**src/rtl/bounce_pkg.sv**
```systemverilog
// Shared types and constants for the contact-bounce emulator.
//   state_t      : FSM states of bounce_generator
//   LFSR_W       : LFSR width
//   LFSR_TAPS    : Fibonacci tap mask for taps 16,14,13,11
//   DEFAULT_SEED : reset value of the LFSR
//   lfsr_step()  : one LFSR advance
package bounce_pkg;

   typedef enum logic {
      IDLE   = 1'b0,
      BOUNCE = 1'b1
   } state_t;

   localparam int unsigned         LFSR_W       = 16;
   localparam logic [LFSR_W-1:0]   LFSR_TAPS    = 16'hB400;
   localparam logic [LFSR_W-1:0]   DEFAULT_SEED = 16'hACE1;

   // Shift left, feeding the parity of the tapped bits into bit 0.
   function automatic logic [LFSR_W-1:0] lfsr_step(input logic [LFSR_W-1:0] s);
      return {s[LFSR_W-2:0], ^(s & LFSR_TAPS)};
   endfunction

endpackage

```
**src/rtl/bounce_lfsr.sv**
```systemverilog
// Free-running 16-bit Fibonacci LFSR.
//   i_clk   : clock
//   i_rst_n : asynchronous active-low reset, loads SEED (0 becomes 1)
//   o_lfsr  : full LFSR state, advances every cycle out of reset
module bounce_lfsr
   import bounce_pkg::*;
#(
   parameter logic [LFSR_W-1:0] SEED = DEFAULT_SEED
) (
   input  logic              i_clk,
   input  logic              i_rst_n,
   output logic [LFSR_W-1:0] o_lfsr
);

   // An all-zero state would lock up the register.
   localparam logic [LFSR_W-1:0] SEED_EFF = (SEED == '0) ? LFSR_W'(1) : SEED;

   logic [LFSR_W-1:0] r_lfsr;

   always_ff @(posedge i_clk or negedge i_rst_n) begin
      if (!i_rst_n) r_lfsr <= SEED_EFF;
      else          r_lfsr <= lfsr_step(r_lfsr);
   end

   assign o_lfsr = r_lfsr;

endmodule

```
**src/rtl/bounce_generator.sv**
```systemverilog
// Contact-bounce emulator: turns a clean level into a bouncing level.
// Each clean edge (with bounce_en=1) starts a burst of pseudo-random toggles
// lasting BOUNCE_WINDOW cycles, after which the output settles on the level.
//   CLK          : clock
//   RST          : asynchronous active-low reset
//   clean_in     : clean level, synchronous to CLK
//   bounce_en    : 1 = emulate bounce, 0 = registered pass-through
//   noisy_out    : emulated bouncing level (registered)
//   busy         : high while a burst is in progress (registered)
//   bounce_count : transitions in the last burst, saturating
//                  (present only when BOUNCE_STATS_EN is defined)
module bounce_generator
   import bounce_pkg::*;
#(
   parameter int unsigned       BOUNCE_WINDOW = 64,
   parameter int unsigned       MIN_DWELL     = 2,
   parameter int unsigned       DWELL_BITS    = 3,
   parameter int unsigned       COUNTER_WIDTH = 8,
   parameter logic [LFSR_W-1:0] SEED          = DEFAULT_SEED
) (
   input  logic                     CLK,
   input  logic                     RST,
   input  logic                     clean_in,
   input  logic                     bounce_en,
   output logic                     noisy_out,
   output logic                     busy
`ifdef BOUNCE_STATS_EN
   ,
   output logic [COUNTER_WIDTH-1:0] bounce_count
`endif
);

   localparam logic [COUNTER_WIDTH-1:0] CNT_ONE    = COUNTER_WIDTH'(1);
   localparam logic [COUNTER_WIDTH-1:0] WIN_LOAD   = COUNTER_WIDTH'(BOUNCE_WINDOW - 1);
   localparam logic [COUNTER_WIDTH-1:0] DWELL_BASE = COUNTER_WIDTH'(MIN_DWELL - 1);
   localparam logic [LFSR_W-1:0]        DWELL_MASK = LFSR_W'((32'd1 << DWELL_BITS) - 32'd1);

   state_t                   r_state, w_state_nxt;
   logic                     r_noisy, w_noisy_nxt;
   logic                     r_busy, w_busy_nxt;
   logic                     r_target, w_target_nxt;
   logic                     r_clean_q;
   logic [COUNTER_WIDTH-1:0] r_win_cnt, w_win_nxt;
   logic [COUNTER_WIDTH-1:0] r_dwell_cnt, w_dwell_nxt;
   logic [COUNTER_WIDTH-1:0] w_dwell_load;
   logic [LFSR_W-1:0]        w_lfsr;
   logic                     w_edge;

   bounce_lfsr #(.SEED(SEED)) u_lfsr (
      .i_clk   (CLK),
      .i_rst_n (RST),
      .o_lfsr  (w_lfsr)
   );

   assign w_edge       = clean_in ^ r_clean_q;
   // Random gap between toggles: MIN_DWELL .. MIN_DWELL+2^DWELL_BITS-1 cycles.
   assign w_dwell_load = DWELL_BASE + COUNTER_WIDTH'(w_lfsr & DWELL_MASK);

`ifdef BOUNCE_STATS_EN
   logic [COUNTER_WIDTH-1:0] r_count, w_count_nxt, w_count_inc;
   assign w_count_inc = (r_count == '1) ? r_count : r_count + CNT_ONE;
`endif

   // Next-state and output logic.
   always_comb begin
      w_state_nxt  = r_state;
      w_noisy_nxt  = r_noisy;
      w_busy_nxt   = r_busy;
      w_target_nxt = r_target;
      w_win_nxt    = r_win_cnt;
      w_dwell_nxt  = r_dwell_cnt;
`ifdef BOUNCE_STATS_EN
      w_count_nxt  = r_count;
`endif
      case (r_state)
         IDLE: begin
            if (!bounce_en) begin
               w_noisy_nxt = clean_in;
            end else if (w_edge) begin
               w_state_nxt  = BOUNCE;
               w_busy_nxt   = 1'b1;
               w_target_nxt = clean_in;
               w_noisy_nxt  = ~r_noisy;
               w_win_nxt    = WIN_LOAD;
               w_dwell_nxt  = w_dwell_load;
`ifdef BOUNCE_STATS_EN
               w_count_nxt  = CNT_ONE;
`endif
            end
         end
         BOUNCE: begin
            if (!bounce_en) begin
               w_state_nxt = IDLE;
               w_busy_nxt  = 1'b0;
               w_noisy_nxt = clean_in;
            end else if (w_edge) begin
               // Retrigger restarts the window; the toggle cadence carries on.
               w_target_nxt = clean_in;
               w_win_nxt    = WIN_LOAD;
               if (r_dwell_cnt != '0) w_dwell_nxt = r_dwell_cnt - CNT_ONE;
            end else if (r_win_cnt == '0) begin
               w_state_nxt = IDLE;
               w_busy_nxt  = 1'b0;
               w_noisy_nxt = r_target;
`ifdef BOUNCE_STATS_EN
               if (r_target != r_noisy) w_count_nxt = w_count_inc;
`endif
            end else begin
               w_win_nxt = r_win_cnt - CNT_ONE;
               if (r_dwell_cnt == '0) begin
                  w_noisy_nxt = ~r_noisy;
                  w_dwell_nxt = w_dwell_load;
`ifdef BOUNCE_STATS_EN
                  w_count_nxt = w_count_inc;
`endif
               end else begin
                  w_dwell_nxt = r_dwell_cnt - CNT_ONE;
               end
            end
         end
         default: w_state_nxt = IDLE;
      endcase
   end

   // State and output registers.
   always_ff @(posedge CLK or negedge RST) begin
      if (!RST) begin
         r_state     <= IDLE;
         r_noisy     <= 1'b0;
         r_busy      <= 1'b0;
         r_target    <= 1'b0;
         r_clean_q   <= 1'b0;
         r_win_cnt   <= '0;
         r_dwell_cnt <= '0;
`ifdef BOUNCE_STATS_EN
         r_count     <= '0;
`endif
      end else begin
         r_state     <= w_state_nxt;
         r_noisy     <= w_noisy_nxt;
         r_busy      <= w_busy_nxt;
         r_target    <= w_target_nxt;
         r_clean_q   <= clean_in;
         r_win_cnt   <= w_win_nxt;
         r_dwell_cnt <= w_dwell_nxt;
`ifdef BOUNCE_STATS_EN
         r_count     <= w_count_nxt;
`endif
      end
   end

   assign noisy_out = r_noisy;
   assign busy      = r_busy;
`ifdef BOUNCE_STATS_EN
   assign bounce_count = r_count;
`endif

endmodule
```
**config.mk**
```make
export PLATFORM = sky130hd
export DESIGN_NAME = bounce_generator
export DESIGN_NICKNAME = d
export VERILOG_FILES = /design/src/rtl/bounce_pkg.sv /design/src/rtl/bounce_lfsr.sv /design/src/rtl/bounce_generator.sv
export SDC_FILE = /design/constraint.sdc
export NUM_CORES = 1
export LEC_CHECK = 0
export BUFFER_PORTS_ARGS = -buffer_cell sky130_fd_sc_hd__buf_2
export CORE_MARGIN = 4
export CORE_UTILIZATION = 42
export DETAILED_ROUTE_END_ITERATION = 10
export PLACE_DENSITY = 0.66
export SYNTH_ARGS = -nofsm -noshare
export SYNTH_HDL_FRONTEND = slang
export SYNTH_SLANG_ARGS = --single-unit
```
**constraint.sdc**
```tcl
create_clock -name CLK -period 3.1 [get_ports CLK]
set_clock_uncertainty 0.05 [all_clocks]
set_input_delay 0.155 -clock CLK [delete_from_list [all_inputs] [get_ports CLK]]
set_output_delay 0.155 -clock CLK [all_outputs]
set_load 0.05 [all_outputs]
```
[After elaboration in Yosys (flattened, before gate mapping)]
Cells that the tools add are included.
Operators by class
  $add $sub $neg: 3
  multiply operators: 0
  divide/modulo/power cells: 0
  $lt $le $gt $ge: 0
  eq/ne operators: 9
  shifts and indexed selects: 0
  multiplexer cells: 35
  bitwise gates (word level): 3
  reductions and logical operators: 9
Operators with widths (number)
  $mux W8: 12
  $pmux W8 S2: 2
  $mux W1: 18
  $logic_not A8 Y1: 2
  $reduce_xor A16 Y1: 1
  $sub A8 B1 Y8 const B: 2
  $ne A3 B3 Y1 const B: 3
  $reduce_and A4 Y1: 2
  $reduce_bool A8 Y1: 1
  $ne A2 B2 Y1 const B: 3
  $ne A3 B2 Y1 const B: 2
  $pmux W1 S2: 3
  $reduce_and A5 Y1: 1
  $add A1 B3 Y4 const A: 1
  $ne A4 B2 Y1 const B: 1
  $reduce_and A3 Y1: 1
  $not A1 Y1: 2
  $reduce_and A2 Y1: 1
  $xor A1 B1 Y1: 1
Word-level totals
  bits in registers: 37
  latch bits: 0
  bits in writable memories: 0
  bits in read-only memories: 0
  input bits: 4
  output and inout bits: 2
  logic and storage cells: 67
  memories: 0

[Logic depth before layout (Yosys ltp)]
  depth in word-level cells: 6
  gate-level depth with buffers: 8
  gate-level depth less buffers: 7

[Modules after synthesis]
Synthesis repeated with hierarchy kept, for this count alone.
Second synthesis, totals
  cells, all modules: 156
  area, all modules: 1779.2 µm²
Modules (own cells, without submodules)
  bounce_generator: times used 1, cells an instance 137, area an instance 1342.5 µm², seq. area each 525.5 µm²
  bounce_lfsr: times used 1, cells an instance 19, area an instance 436.7 µm², seq. area each 410.4 µm²

[Worst setup path before layout]
OpenSTA, ideal clock, no wires.
  path kind: register to register
  start: register r_dwell_cnt[0]
  end: register r_dwell_cnt[6]
  arrival: 1.743 ns
  data required time: 2.928 ns
  setup slack: 1.185 ns
  stages on the path, launching flop included: 8
  clock period less this slack: 1.915 ns
  cells stage by stage: dfrtp_1 > inv_1 > ha_1 > or4b_1 > o31ai_1 > buf_2 > o21ai_0 > a32o_1
Between the ends
  cells in the longest elaborated chain, start to end: 6
  elaborated cells between the ends (all ways): 11
Ends and longest elaborated chain
  start, declared: RTL line bounce_generator.sv:44  | logic [COUNTER_WIDTH-1:0] r_dwell_cnt, w_dwell_nxt;
  start signal, assigned: RTL line bounce_generator.sv:145  | r_dwell_cnt <= w_dwell_nxt;
  $sub A8 B1 Y8 / $logic_not A8 Y1 (equally long branches): RTL line bounce_generator.sv:100, bounce_generator.sv:117, bounce_generator.sv:110
  $mux W8: RTL line bounce_generator.sv:110  | if (r_dwell_cnt == '0) begin
  $mux W8: RTL line bounce_generator.sv:101  | end else if (r_win_cnt == '0) begin
  $mux W8: RTL line bounce_generator.sv:96  | end else if (w_edge) begin
  $mux W8: RTL line bounce_generator.sv:92  | if (!bounce_en) begin
  $pmux W8 S2: RTL line bounce_generator.sv:75  | case (r_state)
Parallel ways exist; a longest one is shown, timed or not. The select of a mux whose other input is x is not followed.
A chain may end at the register's enable or synchronous reset.

[Worst setup path in the final report]
  start: input clean_in
  end: register r_dwell_cnt[5]
Between the ends
  cells in the longest elaborated chain, start to end: 4
  elaborated cells between the ends (all ways): 8
Ends and longest elaborated chain
  start, declared: RTL line bounce_generator.sv:23  | input logic clean_in,
  $xor A1 B1 Y1 (*): RTL line bounce_generator.sv:55  | assign w_edge = clean_in ^ r_clean_q;
  $mux W8: RTL line bounce_generator.sv:96
  $mux W8: RTL line bounce_generator.sv:92
  $pmux W8 S2: RTL line bounce_generator.sv:75
Every way passes the cells marked *; elsewhere a longest branch is shown, timed or not. The select of a mux whose other input is x is not followed.

==> reports/results.ini <==
[status]
status = complete, no violations

[clock_tree]
clockBufferDepth = 2
cts_inserted_buffers = 5
hold_buffers = 2
tritoncts = done
cts_sinks = 37
postCtsSetupRepairBufs = 0
cts.clk_slew.worst_paths_ns = 0.07
htreeDepth = 2
cts.repair.resized = 0
root_buffer = clkbuf_8
clk_latency_ns = 0.29

[synthesis]
synth_seq_cells = 37
ys_types = 41
ys_seq_area_frac = 0.5528
avgSynthCellArea_um2 = 11.06
synth_warnings = 0
netlist_area_mm2 = 0.001693
synth_ff_type = dfrtp_1
synth_nets = 162
netlist_instances = 153
synth_edf_count = 0
async_flop_share = 1.000

[grt]
antenna_found_initial = 0
grt.total_usage = 0.1359
grt_max_degree = 38
gr-usage-met3 = 0.05049
met1_usage = 0.2056
grt_pass1_wl_um = 5313
gr-usage-met2 = 0.1745
grt_pass1_vias = 1064
grt-ovfl-total = 0
grt_busiest_layer = met1

[detailed_routing]
ant_nets = 0
initialDrtViolationCount = 63
wl_per_cell_um = 13.58
drc = 0
vias = 1143
drtPass1Iterations = 4
wl_um = 2893
via_per_inst = 5.366

[critical_path]
cp_top_family = simple AND/OR/NAND/NOR gates
criticalPathCategory = in -> reg
slowest_stage = dlygate4sd3_1
cp_cell_sequence = dlygate4sd3_1, buf_2, xor2_2, and2_1, nor2_4, or4_1, o21ai_0
worst_ep_required_time_ns = 3.25
worstPathArrival_ns = 2.36
cp-start-kind = input port
critical_path_buf_inv_count = 2
endpoint_kind = register
slowest_delay_ns = 0.53
critPathMaxFanout = 9

[placement]
numPortBuffers = 5
hpwl_um = 1972
gp_congestion = 0.8904

[sta]
setup_tns_ns = 0
fin_crit_ns = 2.214
worst_pin_slew_ns = 0.7856
rsz0062_at_grt = no
final_hold_viol_count = 0
fin_crit_sh = 0.7143
fmax_mhz = 451.6
hold_slack_ns = 0.1864
slew_viol_final = 0
relSlewSlack = 0.4762
setup_viol = 0

[final_layout]
antenna_cells = 0
layout-drive-gt1-share = 0.1636
multiInputGateArea_um2 = 705.7
areaGrowthSynthToFinish_pct = 10.49
finalNetCount = 173
num-fill-cells = 314
seqCellArea_um2 = 935.9

[die]
die_w_um = 71.49
ios = 6
rows = 22
coreArea_mm2 = 0.003771
dieHeight_um = 71.49
initial_core_util = 0.4489
die-area_mm2 = 0.005110

[power_and_ir_drop]
ir_drop_uv = 354.9
power.density_mw_per_mm2 = 705.5
power_leakage_nw = 0.7915

[min_path]
min_path_type = in -> reg

[job]
drv_cap = 0

-- Yosys cell counts (2+ instances only) --
cell      instances  area [µm²]
a21oi_1           5       25.02
and2_1            2       12.51
buf_2             2       10.01
dfrtp_1          29       725.7
dfstp_2           8       210.2
ha_1              5       62.56
inv_1             7       26.28
nand2_1          15       56.30
nand3_1           3       15.01
nor2_1           13       48.80
nor3_1            4       20.02
nor3b_1           3       22.52
o211ai_1          2       15.01
o21ai_0          15       75.07
o31ai_1           2       15.01
or3_1             2       12.51
or4_1             2       15.01
xnor2_1           4       35.03
xor2_1            8       70.07
-- worst register-to-register path, stage by stage, from the launching register on --
cell and delay [ns]:
dfrtp_1 0.42, inv_1 0.10, ha_1 0.18, nor4b_1 0.35, nand2b_1 0.23, a22oi_1 0.29, mux2_2 0.36
-- layout by cell type, fill, tap and decap left out, types with 2 or more instances in the layout --
master / instances
a21oi_1: 5
and2_1: 2
buf_2: 5
clkbuf_1: 2
clkbuf_8: 6
dfrtp_1: 29
dfstp_2: 8
dlygate4sd3_1: 2
ha_1: 5
inv_1: 7
nand2_1: 15
nand3_1: 3
nor2_1: 13
nor3_1: 4
nor3b_1: 3
o211ai_1: 2
o21ai_0: 15
o31ai_1: 2
or3_1: 2
or4_1: 2
xnor2_1: 4
xor2_1: 8
-- per-stage QoR --
stage | setup slack, ns | util | power, mW | cells | area (µm²)
6_report | 0.8858 | 0.4960 | 1.320 | 213 | 1871
5_1_grt | 0.7483 | 0.4960 | 1.426 | 213 | 1871
4_1_cts | 0.9161 | 0.4960 | 1.333 | 213 | 1871
3_5_place_dp | 1.041 | 0.4668 | 0.9832 | 203 | 1760
3_3_place_gp | 1.024 | 0.4668 | 0.9805 | 203 | 1760
2_1_floorplan | 1.185 | - | 0.8965 | 153 | 1693
-- path summary, 6_finish.rpt --
check / from / to / slack, ns / cells past startpoint
worst max register to register: r_dwell_cnt[0] / noisy_out / 1.02 / 6
min in group asynchronous: RST / u_lfsr.o_lfsr[14] / 0.44 / 2
worst max-delay path: clean_in / r_dwell_cnt[5] / 0.89 / 7
worst min-delay path: bounce_en / r_target / 0.19 / 4
max in group asynchronous: RST / r_dwell_cnt[2] / 2.07 / 2
worst min register to register: u_lfsr.o_lfsr[8] / u_lfsr.o_lfsr[9] / 0.30 / 0
-- metal layers --
metal | vias to the layer above | share of wire
met5 | - | 0
met4 | 0 | 0.017
met3 | 6 | 0.047
met2 | 25 | 0.43
met1 | 555 | 0.50
li1 | 557 | -
-- flip-flops by register name (all words and copies together), names as in the netlist --
register / count
r_dwell_cnt: 8
r_state: 1
r_win_cnt: 8
noisy_out: 1
r_target: 1
u_lfsr.o_lfsr: 16
busy: 1
r_clean_q: 1
-- final cells by class --
type / count / area share
Sequential cell: 37 / 0.5003
Multi-Input combinational cell: 105 / 0.3773
Clock buffer: 8 / 0.04816
Inverter: 7 / 0.01405
Timing Repair Buffer: 8 / 0.02809
Tap cell: 48 / 0.03211
-- cell families (layout without fill, tap and decap cells) --
group | count (synthesis) | count (layout) | share of synthesized area
AND/OR/NAND/NOR | 50 | 50 | 0.1537
flip-flops | 37 | 37 | 0.5528
AO/OA/AOI/OAI | 36 | 36 | 0.1478
XOR/XNOR | 13 | 13 | 0.07169
buffers and inverters | 11 | 23 | 0.03030
adder cells (fa/ha/maj) | 5 | 5 | 0.03695
multiplexers | 1 | 1 | 0.006651
-- power breakdown --
| group | leakage [nW] | total [mW] | internal [mW] | switching (mW) |
|---|---|---|---|---|
| registers | 0.439 | 0.614 | 0.547 | 0.0664 |
| logic | 0.307 | 0.366 | 0.147 | 0.220 |
| clock network | 0.0455 | 0.340 | 0.181 | 0.159 |
| total | 0.791 | 1.32 | 0.875 | 0.444 |
(Power assumes the default switching activity.)
